File: src/rtl/regfile_write_arbiter_pkg.sv
// Shared datapath types for the register-file write arbiter.
// The packed write request pairs a destination register with its data.
package regfile_write_arbiter_pkg;

   localparam int unsigned DEFAULT_ADDRESS_WIDTH = 5;
   localparam int unsigned DEFAULT_DATA_WIDTH    = 32;

   typedef struct packed {
      logic [DEFAULT_ADDRESS_WIDTH-1:0] rd;
      logic [DEFAULT_DATA_WIDTH-1:0]    wd;
   } wb_req_t;

   function automatic int unsigned count_width(input int unsigned depth);
      return $clog2(depth) + 1;
   endfunction

endpackage

File: src/rtl/regfile_write_arbiter_wb_fifo.sv
// Synchronous FIFO of write requests with a per-entry destination/valid view
// so the hazard unit can search every buffered result. DEPTH must be a power of two.
module wb_fifo
   import regfile_write_arbiter_pkg::*;
#(
   parameter int unsigned DEPTH         = 2,
   parameter int unsigned ADDRESS_WIDTH = DEFAULT_ADDRESS_WIDTH,
   parameter type         req_t         = wb_req_t
) (
   input  logic                                 clk_i,
   input  logic                                 rst_ni,
   input  logic                                 push_i,
   input  req_t                                 push_data_i,
   input  logic                                 pop_i,
   output req_t                                 head_o,
   output logic [$clog2(DEPTH):0]               count_o,
   output logic [DEPTH-1:0][ADDRESS_WIDTH-1:0]  entry_rd_o,
   output logic [DEPTH-1:0]                     entry_valid_o
);

   localparam int unsigned PTR_W = $clog2(DEPTH);
   localparam int unsigned CNT_W = $clog2(DEPTH) + 1;

   req_t             mem_q [DEPTH];
   req_t             mem_d [DEPTH];
   logic [PTR_W-1:0] wr_ptr_q, wr_ptr_d;
   logic [PTR_W-1:0] rd_ptr_q, rd_ptr_d;
   logic [CNT_W-1:0] count_q, count_d;

   always_comb begin
      mem_d    = mem_q;
      wr_ptr_d = wr_ptr_q;
      rd_ptr_d = rd_ptr_q;
      count_d  = count_q;
      if (push_i) begin
         mem_d[wr_ptr_q] = push_data_i;
         wr_ptr_d        = wr_ptr_q + 1'b1;
      end
      if (pop_i) begin
         rd_ptr_d = rd_ptr_q + 1'b1;
      end
      case ({push_i, pop_i})
         2'b10:   count_d = count_q + 1'b1;
         2'b01:   count_d = count_q - 1'b1;
         default: count_d = count_q;
      endcase
   end

   always_ff @(posedge clk_i or negedge rst_ni) begin
      if (!rst_ni) begin
         mem_q    <= '{default: '0};
         wr_ptr_q <= '0;
         rd_ptr_q <= '0;
         count_q  <= '0;
      end else begin
         mem_q    <= mem_d;
         wr_ptr_q <= wr_ptr_d;
         rd_ptr_q <= rd_ptr_d;
         count_q  <= count_d;
      end
   end

   // A slot is live when its distance from the read pointer is below the count.
   always_comb begin
      entry_rd_o    = '0;
      entry_valid_o = '0;
      for (int i = 0; i < int'(DEPTH); i++) begin
         entry_rd_o[i]    = mem_q[i].rd;
         entry_valid_o[i] = {1'b0, PTR_W'(PTR_W'(i) - rd_ptr_q)} < count_q;
      end
   end

   assign head_o  = mem_q[rd_ptr_q];
   assign count_o = count_q;

endmodule

File: src/rtl/regfile_write_arbiter.sv
// Owns the register-file write port: pipeline writeback first, buffered long-latency
// results second, with a starvation stall. Define WB_BYPASS_EN for the empty-FIFO bypass.
module regfile_write_arbiter
   import regfile_write_arbiter_pkg::*;
#(
   parameter int unsigned ADDRESS_WIDTH = DEFAULT_ADDRESS_WIDTH,
   parameter int unsigned DATA_WIDTH    = DEFAULT_DATA_WIDTH,
   parameter int unsigned FIFO_DEPTH    = 2,
   parameter int unsigned STARVE_LIMIT  = 4
) (
   input  logic                     clk_i,
   input  logic                     rst_ni,
   input  logic                     pipe_we_i,
   input  logic [ADDRESS_WIDTH-1:0] pipe_rd_i,
   input  logic [DATA_WIDTH-1:0]    pipe_wd_i,
   input  logic                     lu_valid_i,
   output logic                     lu_ready_o,
   input  logic [ADDRESS_WIDTH-1:0] lu_rd_i,
   input  logic [DATA_WIDTH-1:0]    lu_wd_i,
   output logic                     addr3_we_o,
   output logic [ADDRESS_WIDTH-1:0] addr3_o,
   output logic [DATA_WIDTH-1:0]    addr3_wd_o,
   output logic                     stall_o,
   input  logic [ADDRESS_WIDTH-1:0] query_rd_i,
   output logic                     query_hit_o
);

   localparam int unsigned CNT_W    = count_width(FIFO_DEPTH);
   localparam int unsigned STARVE_W = $clog2(STARVE_LIMIT + 1);
   localparam logic [CNT_W-1:0]    FULL_COUNT = CNT_W'(FIFO_DEPTH);
   localparam logic [STARVE_W-1:0] STARVE_MAX = STARVE_W'(STARVE_LIMIT);

   typedef struct packed {
      logic [ADDRESS_WIDTH-1:0] rd;
      logic [DATA_WIDTH-1:0]    wd;
   } req_t;

   logic                                     pipe_fire;
   logic                                     lu_fire;
   logic                                     lu_keep;
   logic                                     fifo_empty;
   logic                                     fifo_push;
   logic                                     fifo_pop;
   logic                                     bypass;
   req_t                                     lu_req;
   req_t                                     fifo_head;
   logic [CNT_W-1:0]                         fifo_count;
   logic [FIFO_DEPTH-1:0][ADDRESS_WIDTH-1:0] entry_rd;
   logic [FIFO_DEPTH-1:0]                    entry_valid;

   logic                     we_q, we_d;
   logic [ADDRESS_WIDTH-1:0] addr_q, addr_d;
   logic [DATA_WIDTH-1:0]    wd_q, wd_d;
   logic [STARVE_W-1:0]      starve_q, starve_d;

   wb_fifo #(
      .DEPTH         (FIFO_DEPTH),
      .ADDRESS_WIDTH (ADDRESS_WIDTH),
      .req_t         (req_t)
   ) u_wb_fifo (
      .clk_i         (clk_i),
      .rst_ni        (rst_ni),
      .push_i        (fifo_push),
      .push_data_i   (lu_req),
      .pop_i         (fifo_pop),
      .head_o        (fifo_head),
      .count_o       (fifo_count),
      .entry_rd_o    (entry_rd),
      .entry_valid_o (entry_valid)
   );

   // Writes to x0 are architecturally void, so they neither win arbitration nor enter the FIFO.
   always_comb begin
      lu_req.rd  = lu_rd_i;
      lu_req.wd  = lu_wd_i;
      lu_ready_o = (fifo_count != FULL_COUNT);
      pipe_fire  = pipe_we_i && (pipe_rd_i != '0);
      lu_fire    = lu_valid_i && lu_ready_o;
      lu_keep    = lu_fire && (lu_rd_i != '0);
      fifo_empty = (fifo_count == '0);
`ifdef WB_BYPASS_EN
      bypass     = fifo_empty && !pipe_fire && lu_keep;
`else
      bypass     = 1'b0;
`endif
      fifo_pop   = !pipe_fire && !fifo_empty;
      fifo_push  = lu_keep && !bypass;
   end

   always_comb begin
      we_d   = 1'b0;
      addr_d = addr_q;
      wd_d   = wd_q;
      if (pipe_fire) begin
         we_d   = 1'b1;
         addr_d = pipe_rd_i;
         wd_d   = pipe_wd_i;
      end else if (fifo_pop) begin
         we_d   = 1'b1;
         addr_d = fifo_head.rd;
         wd_d   = fifo_head.wd;
      end else if (bypass) begin
         we_d   = 1'b1;
         addr_d = lu_rd_i;
         wd_d   = lu_wd_i;
      end
   end

   // Counts pipeline wins over a waiting head; saturates so stall holds if ignored.
   always_comb begin
      starve_d = starve_q;
      if (fifo_empty || fifo_pop) begin
         starve_d = '0;
      end else if (pipe_fire && (starve_q != STARVE_MAX)) begin
         starve_d = starve_q + 1'b1;
      end
   end

   always_ff @(posedge clk_i or negedge rst_ni) begin
      if (!rst_ni) begin
         we_q     <= 1'b0;
         addr_q   <= '0;
         wd_q     <= '0;
         starve_q <= '0;
      end else begin
         we_q     <= we_d;
         addr_q   <= addr_d;
         wd_q     <= wd_d;
         starve_q <= starve_d;
      end
   end

   always_comb begin
      query_hit_o = 1'b0;
      if (query_rd_i != '0) begin
         for (int i = 0; i < int'(FIFO_DEPTH); i++) begin
            if (entry_valid[i] && (entry_rd[i] == query_rd_i)) begin
               query_hit_o = 1'b1;
            end
         end
      end
   end

   assign addr3_we_o = we_q;
   assign addr3_o    = addr_q;
   assign addr3_wd_o = wd_q;
   assign stall_o    = (starve_q == STARVE_MAX);

endmodule

File: config.mk
export PLATFORM = sky130hd
export DESIGN_NAME = regfile_write_arbiter
export DESIGN_NICKNAME = d
export VERILOG_FILES = /design/src/rtl/regfile_write_arbiter_pkg.sv /design/src/rtl/regfile_write_arbiter_wb_fifo.sv /design/src/rtl/regfile_write_arbiter.sv
export SDC_FILE = /design/constraint.sdc
export NUM_CORES = 1
export LEC_CHECK = 0
export BUFFER_PORTS_ARGS = -buffer_cell sky130_fd_sc_hd__buf_4
export CORE_ASPECT_RATIO = 1.5
export CORE_UTILIZATION = 25
export CTS_BUF_LIST = sky130_fd_sc_hd__clkbuf_4 sky130_fd_sc_hd__clkbuf_8
export CTS_CLUSTER_DIAMETER = 80
export DETAILED_ROUTE_END_ITERATION = 6
export GPL_ROUTABILITY_DRIVEN = 0
export HOLD_SLACK_MARGIN = 0.1
export PLACE_DENSITY_LB_ADDON = 0.25
export SETUP_SLACK_MARGIN = 0.15
export SLEW_MARGIN = 20
export SYNTH_ARGS = -nofsm -noshare
export SYNTH_HDL_FRONTEND = slang
export SYNTH_HIERARCHICAL = 1
export SYNTH_SLANG_ARGS = --single-unit
File: constraint.sdc
create_clock -name clk_i -period 2.86 [get_ports clk_i]
set_input_delay 0.858 -clock clk_i [delete_from_list [all_inputs] [get_ports clk_i]]
set_output_delay 0.858 -clock clk_i [all_outputs]
set_load 0.01 [all_outputs]
After elaboration in Yosys (flattened, before gate mapping)
Cells that the tools add are included.
W data, S select, Z words.
{"block": "totals", "reg_bits": 119, "inputBits": 83, "word_cells": 68}
{"block": "classes", "addsub": 7, "n_lt_le_gt_ge": 5, "n_eq_ne": 7, "n_mux": 18, "bitwise_logic": 2, "n_reduce_logical": 18}
{"op": "$mux W37", "count": 4}
{"op": "$bwmux W74", "count": 1}
{"op": "$mux W32", "count": 2}
{"op": "$demux W37 S1", "count": 1}
{"op": "$reduce_bool A5 Y1", "count": 3}
{"op": "$eq A5 B5 Y1", "count": 2}
{"op": "$mux W5", "count": 2}
{"op": "$logic_and A1 B1 Y1", "count": 8}
{"op": "$mux W3", "count": 2}
{"op": "$reduce_bool A2 Y1", "count": 3}
{"op": "$mux W1", "count": 5}
{"op": "$ge A2 B2 Y1 const B", "count": 2}
{"op": "$lt A1 B2 Y1", "count": 2}
{"op": "$not A1 Y2", "count": 2}
{"op": "$pmux W2 S2", "count": 1}
{"op": "$add A3 B1 Y3 const B", "count": 1}
{"op": "$eq A3 B3 Y1 const B", "count": 1}
{"op": "$ne A3 B3 Y1 const B", "count": 1}
{"op": "$add A1 B1 Y1 const B", "count": 2}
{"op": "$add A2 B1 Y2 const B", "count": 1}
{"op": "$eq A2 B1 Y1 const B", "count": 1}
{"op": "$eq A2 B2 Y1 const B", "count": 1}
{"op": "$logic_not A1 Y1", "count": 2}
{"op": "$logic_not A2 Y1", "count": 1}
{"op": "other kinds (5)", "count": 6}

Longest topological paths before layout
Gate-level depths: netlist of the first run.
{"block": "depth", "ltp_word": 6, "mapped_depth": 9, "mapped_depth_nobuf": 8}

By module
The synthesis of the first run kept the hierarchy.
{"mod": "wb_fifo", "n_inst": 1, "cells_each": 222, "area_each_um2": 3483.3, "seq_area_each_um2": 1951.9}
{"mod": "regfile_write_arbiter", "n_inst": 1, "cells_each": 205, "area_each_um2": 2277.2, "seq_area_each_um2": 1026.0}

Worst setup path before layout of the first run
No wires, ideal clock.
{"block": "synth_path", "path_type": "input to register", "start": "input pipe_rd_i[1]", "end": "register u_wb_fifo.count_q[1] (netlist: u_wb_fifo/count_o[1])", "arrival_time_ns": 2.536, "required_time_ns": 2.781, "slack_ns": 0.245, "stages": 8, "n_path_buf": 2, "cell_sequence": "or4_4 -> o21a_1 -> buf_6 -> clkbuf_8 -> nor2_1 -> ha_1 -> nor2_1 -> xor2_1"}
{"block": "synth_between", "elab_chain_len": 6, "elab_cells_between_ends": 8, "cone_classes": "eq/ne: 2; mux: 1; reduce/logical: 5"}
{"element": "start, declared", "line_no": "regfile_write_arbiter.sv:14", "source": "input logic [ADDRESS_WIDTH-1:0] pipe_rd_i,"}
{"element": "$reduce_bool A5 Y1 (*)", "line_no": "regfile_write_arbiter.sv:77", "source": "pipe_fire = pipe_we_i && (pipe_rd_i != '0);"}
{"element": "$logic_and A1 B1 Y1 (*)", "line_no": "regfile_write_arbiter.sv:77"}
{"element": "$logic_not A1 Y1 (*)", "line_no": "regfile_write_arbiter.sv:86", "source": "fifo_pop = !pipe_fire && !fifo_empty;"}
{"element": "$logic_and A1 B1 Y1 (*)", "line_no": "regfile_write_arbiter.sv:86"}
{"element": "net fifo_pop", "line_no": "regfile_write_arbiter.sv:43", "source": "logic fifo_pop;"}
{"element": "$eq A2 B1 Y1 or $eq A2 B2 Y1 (tied branches)", "line_no": "regfile_write_arbiter_wb_fifo.sv:42", "source": "case ({push_i, pop_i})"}
{"element": "$pmux W2 S2 or $reduce_bool A2 Y1 (tied branches)"}
{"element": "end signal, assigned", "line_no": "regfile_write_arbiter_wb_fifo.sv:59", "source": "count_q <= count_d;"}
{"element": "end, declared", "line_no": "regfile_write_arbiter_wb_fifo.sv:28", "source": "logic [CNT_W-1:0] count_q, count_d;"}
Mark *: on every way through the listed nets, which the timed path passes. The rest lies on a longest branch.
A chain may end at the register's enable or synchronous reset.

Worst setup path in the final report of the first run
{"block": "layout_path", "start": "input query_rd_i[1]", "end": "output query_hit_o"}
{"block": "layout_between", "elab_chain_len": 5, "elab_cells_between_ends": 8, "cone_classes": "eq/ne: 2; mux: 3; reduce/logical: 3"}
{"element": "start, declared", "line_no": "regfile_write_arbiter.sv:24", "source": "input logic [ADDRESS_WIDTH-1:0] query_rd_i,"}
{"element": "$eq A5 B5 Y1", "line_no": "regfile_write_arbiter.sv:137", "source": "if (entry_valid[i] && (entry_rd[i] == query_rd_i)) begin"}
{"element": "$logic_and A1 B1 Y1", "line_no": "regfile_write_arbiter.sv:137"}
{"element": "$mux W1 (2 in a row)", "line_no": "regfile_write_arbiter.sv:137"}
{"element": "$mux W1 (*)", "line_no": "regfile_write_arbiter.sv:135", "source": "if (query_rd_i != '0) begin"}
{"element": "end, declared", "line_no": "regfile_write_arbiter.sv:25", "source": "output logic query_hit_o"}
Every way passes the cells marked *; elsewhere a longest branch is shown, timed or not.

==> results of run 1 <==
[timing repair]
item	4_1_cts	5_1_grt
hold buffers	0	0
resized for setup	0	4
setup endpoints to repair	0	1
[synthesized netlist by cell type, types with 3 or more instances]
cell,number
buf_2,7
buf_12,3
buf_8,4
xnor2_1,5
dfrtp_1,119
nand2_1,40
o21ai_2,37
inv_1,5
buf_4,10
nor2_1,5
ha_1,3
mux2i_1,38
mux2_2,109
xor2_1,11
clkbuf_8,6
nor3_1,4
[final timing paths]
path,from,to
worst min register to register,u_wb_fifo/mem_q[46],u_wb_fifo/mem_q[46]
worst min-delay path,rst_ni,addr3_wd_o[6]
max in group asynchronous,rst_ni,u_wb_fifo/rd_ptr_q
worst max-delay path,query_rd_i[1],query_hit_o
min in group clk_i,u_wb_fifo/mem_q[46],u_wb_fifo/mem_q[46]
worst max register to register,u_wb_fifo/count_o[0],u_wb_fifo/mem_q[44]
[flip-flops by register name (all words and copies together), names as in the netlist]
register              flops
addr3_o                   5
u_wb_fifo/mem_q          64
u_wb_fifo/wr_ptr_q        1
u_wb_fifo/count_o         2
addr3_we_o                1
starve_q                  3
u_wb_fifo/rd_ptr_q        1
addr3_wd_o               32
u_wb_fifo/entry_rd_o     10
[metrics by stage]
step | setup slack [ns] | area [um2] | std cells | power (mW) | hold WS, ns
floorplan | 0.2445 | 5761 | 427 | 5.369 | 0.4541
global placement | 0.1953 | 6833 | 806 | 6.263 | 0.4665
detailed placement | 0.1652 | 6833 | 806 | 6.392 | 0.4856
CTS | 0.1557 | 7253 | 838 | 8.064 | 0.3035
global route | 0.1608 | 7268 | 838 | 8.459 | 0.3141
finish | 0.1910 | 7268 | 838 | 7.892 | 0.3316
[layout by cell type, fill, tap and decap left out, types with 4 or more instances in the layout]
master / n
buf_4: 130
clkbuf_8: 20
clkinv_2: 5
dfrtp_1: 118
inv_1: 5
mux2_2: 109
mux2i_1: 38
nand2_1: 40
nor2_1: 4
nor3_1: 4
o21ai_2: 37
xnor2_1: 5
xor2_1: 11
[layer usage]
| layer | wire length, um | track usage (%) | share of wire, % | vias to the layer above |
|---|---|---|---|---|
| met1 | 5122 | 12.64 | 37 | 1861 |
| met5 | 0 | 0 | 0 | - |
| li1 | - | - | - | 1736 |
| met3 | 439 | 3.053 | 3.2 | 20 |
| met4 | 288 | 5.329 | 2.1 | 0 |
| met2 | 7953 | 23.91 | 58 | 72 |
[cells by family (layout without fill, tap and decap cells)]
kind of cell,after synthesis,in the layout,synth area share [%]
flip-flops,119,119,51.69
AO/OA/AOI/OAI,44,44,6.364
multiplexers,149,149,28.30
AND/OR/NAND/NOR,59,59,4.540
adder cells (fa/ha/maj),3,3,0.6517
buffers and inverters,37,172,6.016
XOR/XNOR,16,16,2.433
[power by group]
group          internal [mW]  switching, mW
registers               2.49          0.480
clock network          0.953          0.670
logic                   1.84           1.45
total                   5.29           2.60
[cell type report]
class | instances | share of cell area [%]
multi-input cells | 271 | 33.78
clock inverters | 9 | 1.687
well taps | 276 | 4.751
inverters | 5 | 0.2582
flip-flops and latches | 119 | 40.99
repair buffers | 135 | 14.44
clock buffers | 23 | 4.097
==> metrics.cfg, run 1 <==
[run_status]
status=completed

[worst_setup_path]
timing.critical_path.mode_cell=buf_4
crit_slowest_cell=or4_1
r2r_cells=7
critical_path_arrival_ns=1.81
worst-path-buf-inv=2
cp.depth=5
crit_chain=buf_4 -> or4_1 -> nor2_1 -> a21oi_2 -> buf_4
cp-end-kind=output port
critPathRequiredTime_ns=2.00
critPathKind=in2out
path_max_fanout=3
cp_slowest_stage_delay_ns=0.52
cp_top_family=simple AND/OR/NAND/NOR gates
ff2ff_setup_slack_ns=0.68
cp-start-kind=input port

[detailed_routing]
vias=3689
drt_iter0_markers=125
routed_wl_um=13800
via_per_inst=4.402
first_pass_iters=4
drc=0
routedWlPerCell_um=16.47
ant_nets=0

[synth]
synth_nets=513
synth_warnings=6
yosysTopAreaCell=dfrtp_1
synth_edf_count=0
syn_inst=427
synth_cell_types=31
avgSynthCellArea_um2=13.49
ys_top_cells_by_area=dfrtp_1 (52%), mux2_2 (21%), mux2i_1 (6.6%)
synth_flop_cell=dfrtp_1
yosysSeqAreaShare_pct=51.69
async_flop_share_pct=100.0
synth_top_area_share_pct=51.69
ys_ff_latch=119
syn-cell-area_mm2=0.005761

[clock_network]
cts-root-buf=clkbuf_8
clk_latency_ns=0.44
cts_buffers=17
clock_sinks=119
path_clk_slew_ns=0.07
cts_tree=done
htreeDepth=4
ctsLongestPathBuffers=2
cts_setup_buffers=0

[sta]
min_period_over_period_pct=93.32
drv_slew=0
fin_setup_tns_ns=0
hold_viol=0
relSlewSlack_pct=55.04
worstMarginPinSlew_ns=0.6744
clock.fmax_mhz=374.7
finClkSkew_ns=0.01009
rsz0062_at_grt=no
period_needed_ns=2.669
finalSetupViolations=0

[layout]
drive_gt1_share_pct=56.94
areaGrowthSynthToFinish_pct=26.17
nets=635
multiInputGateArea_mm2=0.002455
nFillCells=2316
fin_util_pct=32.35
antenna_cells=0
seq_area_mm2=0.002979

[power]
p_per_area_mw_per_mm2=1086
vdd_ir_drop_max_mv=0.3482
power.leakage_nw=3.236

[job]
timing.max_cap.violations=0

[global_routing]
grt_usage_pct=12.50
grt_pass1_wl_um=22180
grt-ovfl-total=0
grt_max_degree=67
grt_antenna_before_repair=0
grt_pass1_vias=4144

[floorplanning]
die_w_um=125.9
initial_core_util_pct=25.64
die_height_um=187.9
io_pins=124
fp.coreArea_mm2=0.02247
std_cell_rows=67
dieArea_mm2=0.02367

[placed_design]
port_buffers=123
dp.final_hpwl_um=9849

[min_path]
hp-class=in2async

Power figures use the tool's default switching activity.
==> run 2: changes to the inputs <==
--- a/config.mk
+++ b/config.mk
@@ -6,12 +6,13 @@
 export NUM_CORES = 1
 export LEC_CHECK = 0
 export BUFFER_PORTS_ARGS = -buffer_cell sky130_fd_sc_hd__buf_4
+export CELL_PAD_IN_SITES_DETAIL_PLACEMENT = 0
+export CELL_PAD_IN_SITES_GLOBAL_PLACEMENT = 1
 export CORE_ASPECT_RATIO = 1.5
 export CORE_UTILIZATION = 25
 export CTS_BUF_LIST = sky130_fd_sc_hd__clkbuf_4 sky130_fd_sc_hd__clkbuf_8
 export CTS_CLUSTER_DIAMETER = 80
 export DETAILED_ROUTE_END_ITERATION = 6
-export GPL_ROUTABILITY_DRIVEN = 0
 export HOLD_SLACK_MARGIN = 0.1
 export PLACE_DENSITY_LB_ADDON = 0.25
 export SETUP_SLACK_MARGIN = 0.15
==> metrics.cfg, run 2 (same netlist as run 1, synthesis figures left out) <==
[run_status]
status=completed

[floorplanning]
dieArea_mm2=0.02367  ; unchanged
std_cell_rows=67  ; unchanged
die_height_um=187.9  ; unchanged
die_w_um=125.9  ; unchanged
fp.coreArea_mm2=0.02247  ; unchanged
initial_core_util_pct=25.64  ; unchanged
io_pins=124  ; unchanged

[power]
p_clk_share_pct=18.6  ; -2.0 points
power.leakage_nw=3.203  ; -1.0%
pwr-share-comb_pct=42.6  ; +0.9 points
p_sw_share_pct=33.64  ; +0.64 points
power.switching_mw=2.571  ; -1.3%
internal_power_mw=5.071  ; -4.1%
power_frac_seq_pct=38.9  ; +1.2 points
vdd_ir_drop_max_mv=0.3019  ; -13%
p_per_area_mw_per_mm2=1060  ; -2.4%

[layout]
final_cell_mix=buf_4 (133), dfrtp_1 (118), mux2_2 (109)
largest_reg_flops=64  ; unchanged
layout_commonest_cell=buf_4
antenna_cells=0  ; unchanged
drive_gt1_share_pct=57.30  ; +0.36 points
nets=636  ; +0.16%
regMostFlops=u_wb_fifo/mem_q
areaGrowthSynthToFinish_pct=25.17

[clock_network]
path_clk_slew_ns=0.07  ; about the same
clk_latency_ns=0.43  ; about the same
cts_setup_buffers=0  ; unchanged
cts-root-buf=clkbuf_8
cts_tree=done
clock_sinks=119  ; unchanged
cts_buffers=17  ; unchanged
htreeDepth=4  ; unchanged
ctsLongestPathBuffers=2  ; unchanged

[worst_setup_path]
cp_slowest_stage_delay_ns=0.52  ; about the same
crit_slowest_cell=or4_4
cp-end-kind=output port
path_max_fanout=3  ; unchanged
crit_chain=buf_4 -> or4_4 -> nor2_2 -> a21oi_2 -> buf_4
critPathRequiredTime_ns=2.00  ; about the same
critPathKind=in2out
worst-path-buf-inv=2  ; unchanged
cp_top_family=simple AND/OR/NAND/NOR gates
cp-start-kind=input port
timing.critical_path.mode_cell=buf_4
critical_path_arrival_ns=1.81  ; about the same

[global_routing]
grt_usage_pct=12.20  ; -0.30 points
grt_pass1_wl_um=21800  ; -1.7%
grt_max_degree=45  ; -33%
grt_pass1_vias=4130  ; -0.34%
grt_antenna_before_repair=0  ; unchanged
grt-ovfl-total=0  ; unchanged

[detailed_routing]
drt_iter0_markers=90  ; -28%
first_pass_iters=3  ; -1
via_per_inst=4.393  ; -0.22%
vias=3681  ; -0.22%
routed_wl_um=13670  ; -0.96%
drc=0  ; unchanged
routedWlPerCell_um=16.31  ; -0.96%
ant_nets=0  ; unchanged

[sta]
hold_viol=0  ; unchanged
period_needed_ns=2.669  ; -0.0004450 ns
clock.fmax_mhz=374.7  ; about the same
finClkSkew_ns=0.01204  ; +0.001949 ns
layout_setup_ws_ns=0.1915  ; +0.0004450 ns
min_period_over_period_pct=93.31  ; about the same
finalSetupViolations=0  ; unchanged
worstMarginPinSlew_ns=0.5777  ; -0.09662 ns
drv_slew=0  ; unchanged
relSlewSlack_pct=61.48  ; +6.4 points
rsz0062_at_grt=no
fin_setup_tns_ns=0  ; unchanged

[min_path]
hp-class=in2async

[placed_design]
place_ws_ns=0.1749  ; +0.009684 ns
port_buffers=123  ; unchanged
gp_congestion=0.6873
dp.final_hpwl_um=9947  ; +1.0%

[job]
timing.max_cap.violations=0  ; unchanged

==> run 2: cell count changes in the layout (fill, tap and decap cells not counted), moves of 2 or more <==
cell        before  now
clkinvlp_4       1    3
buf_4          130  133
bufinv_16        3    1
buf_6            3    1
==> run 2: routing by layer <==
metal,up-vias,track usage [%],share of wire [%]
met5,-,0,0
met4,0,4.727,1.2
met3,8,3.395,3.7
met2,73,22.78,56
met1,1864,12.73,39
li1,1736,-,-
==> run 2: worst reg2reg max path: cells and delay by family (launching register included) <==
| family | cells | cell delay [ns] |
|---|---|---|
| AO/OA/AOI/OAI | 1 | 0.30 |
| buffers and inverters | 2 | 0.45 |
| flip-flops | 1 | 0.51 |
| multiplexers | 1 | 0.40 |
| AND/OR/NAND/NOR | 3 | 0.39 |
==> run 2: area by class of cell <==
cell class	instances	area, um2
Inverter	5	18.77
Timing Repair Buffer	136	1045
Multi-Input combinational cell	271	2461
Clock inverter	9	77.57
Fill cell	2326	15260
Sequential cell	119	2979
Tap cell	276	345.3
Clock buffer	22	284.0
==> run 2: power by group through the flow <==
stage	registers, mW	clock network [mW]	logic, mW
2_1_floorplan	2.95	0	2.41
3_3_place_gp	2.96	0	3.28
3_5_place_dp	3.02	0	3.33
4_1_cts	2.99	1.48	3.35
5_1_grt	3.08	1.56	3.57
6_report	2.97	1.42	3.25
==> run 2: repair_timing <==
| item | 4_1_cts | 5_1_grt |
|---|---|---|
| hold buffers | 0 | 0 |
| setup endpoints to repair | 0 | 1 |
| resized for setup | 0 | 6 |
| endpoints found under the hold margin | 0 | 0 |
==> run 2: final timing paths <==
check                                      from             endpoint  slack (ns)  cells past startpoint
setup / recovery                  query_rd_i[1]          query_hit_o        0.19                      5
hold / removal                           rst_ni  u_wb_fifo/mem_q[28]        0.42                      1
setup reg to reg           u_wb_fifo/count_o[0]  u_wb_fifo/mem_q[54]        0.69                      7
hold reg to reg             u_wb_fifo/mem_q[46]  u_wb_fifo/mem_q[46]        0.49                      1
max in group asynchronous                rst_ni  u_wb_fifo/mem_q[56]        1.74                      2
min in group clk_i          u_wb_fifo/mem_q[46]  u_wb_fifo/mem_q[46]        0.49                      1
==> run 2: stage by stage <==
step           instances  hold slack [ns]  util, %  cell area [um2]  total power [mW]
3_3_place_gp         807           0.4667    30.39             6828             6.239
5_1_grt              838           0.4209    32.10             7211             8.205
4_1_cts              838           0.3990    32.00             7189             7.816
2_1_floorplan        427           0.4541        -             5761             5.369
6_report             838           0.4155    32.10             7211             7.642
3_5_place_dp         807           0.4846    30.39             6828             6.349
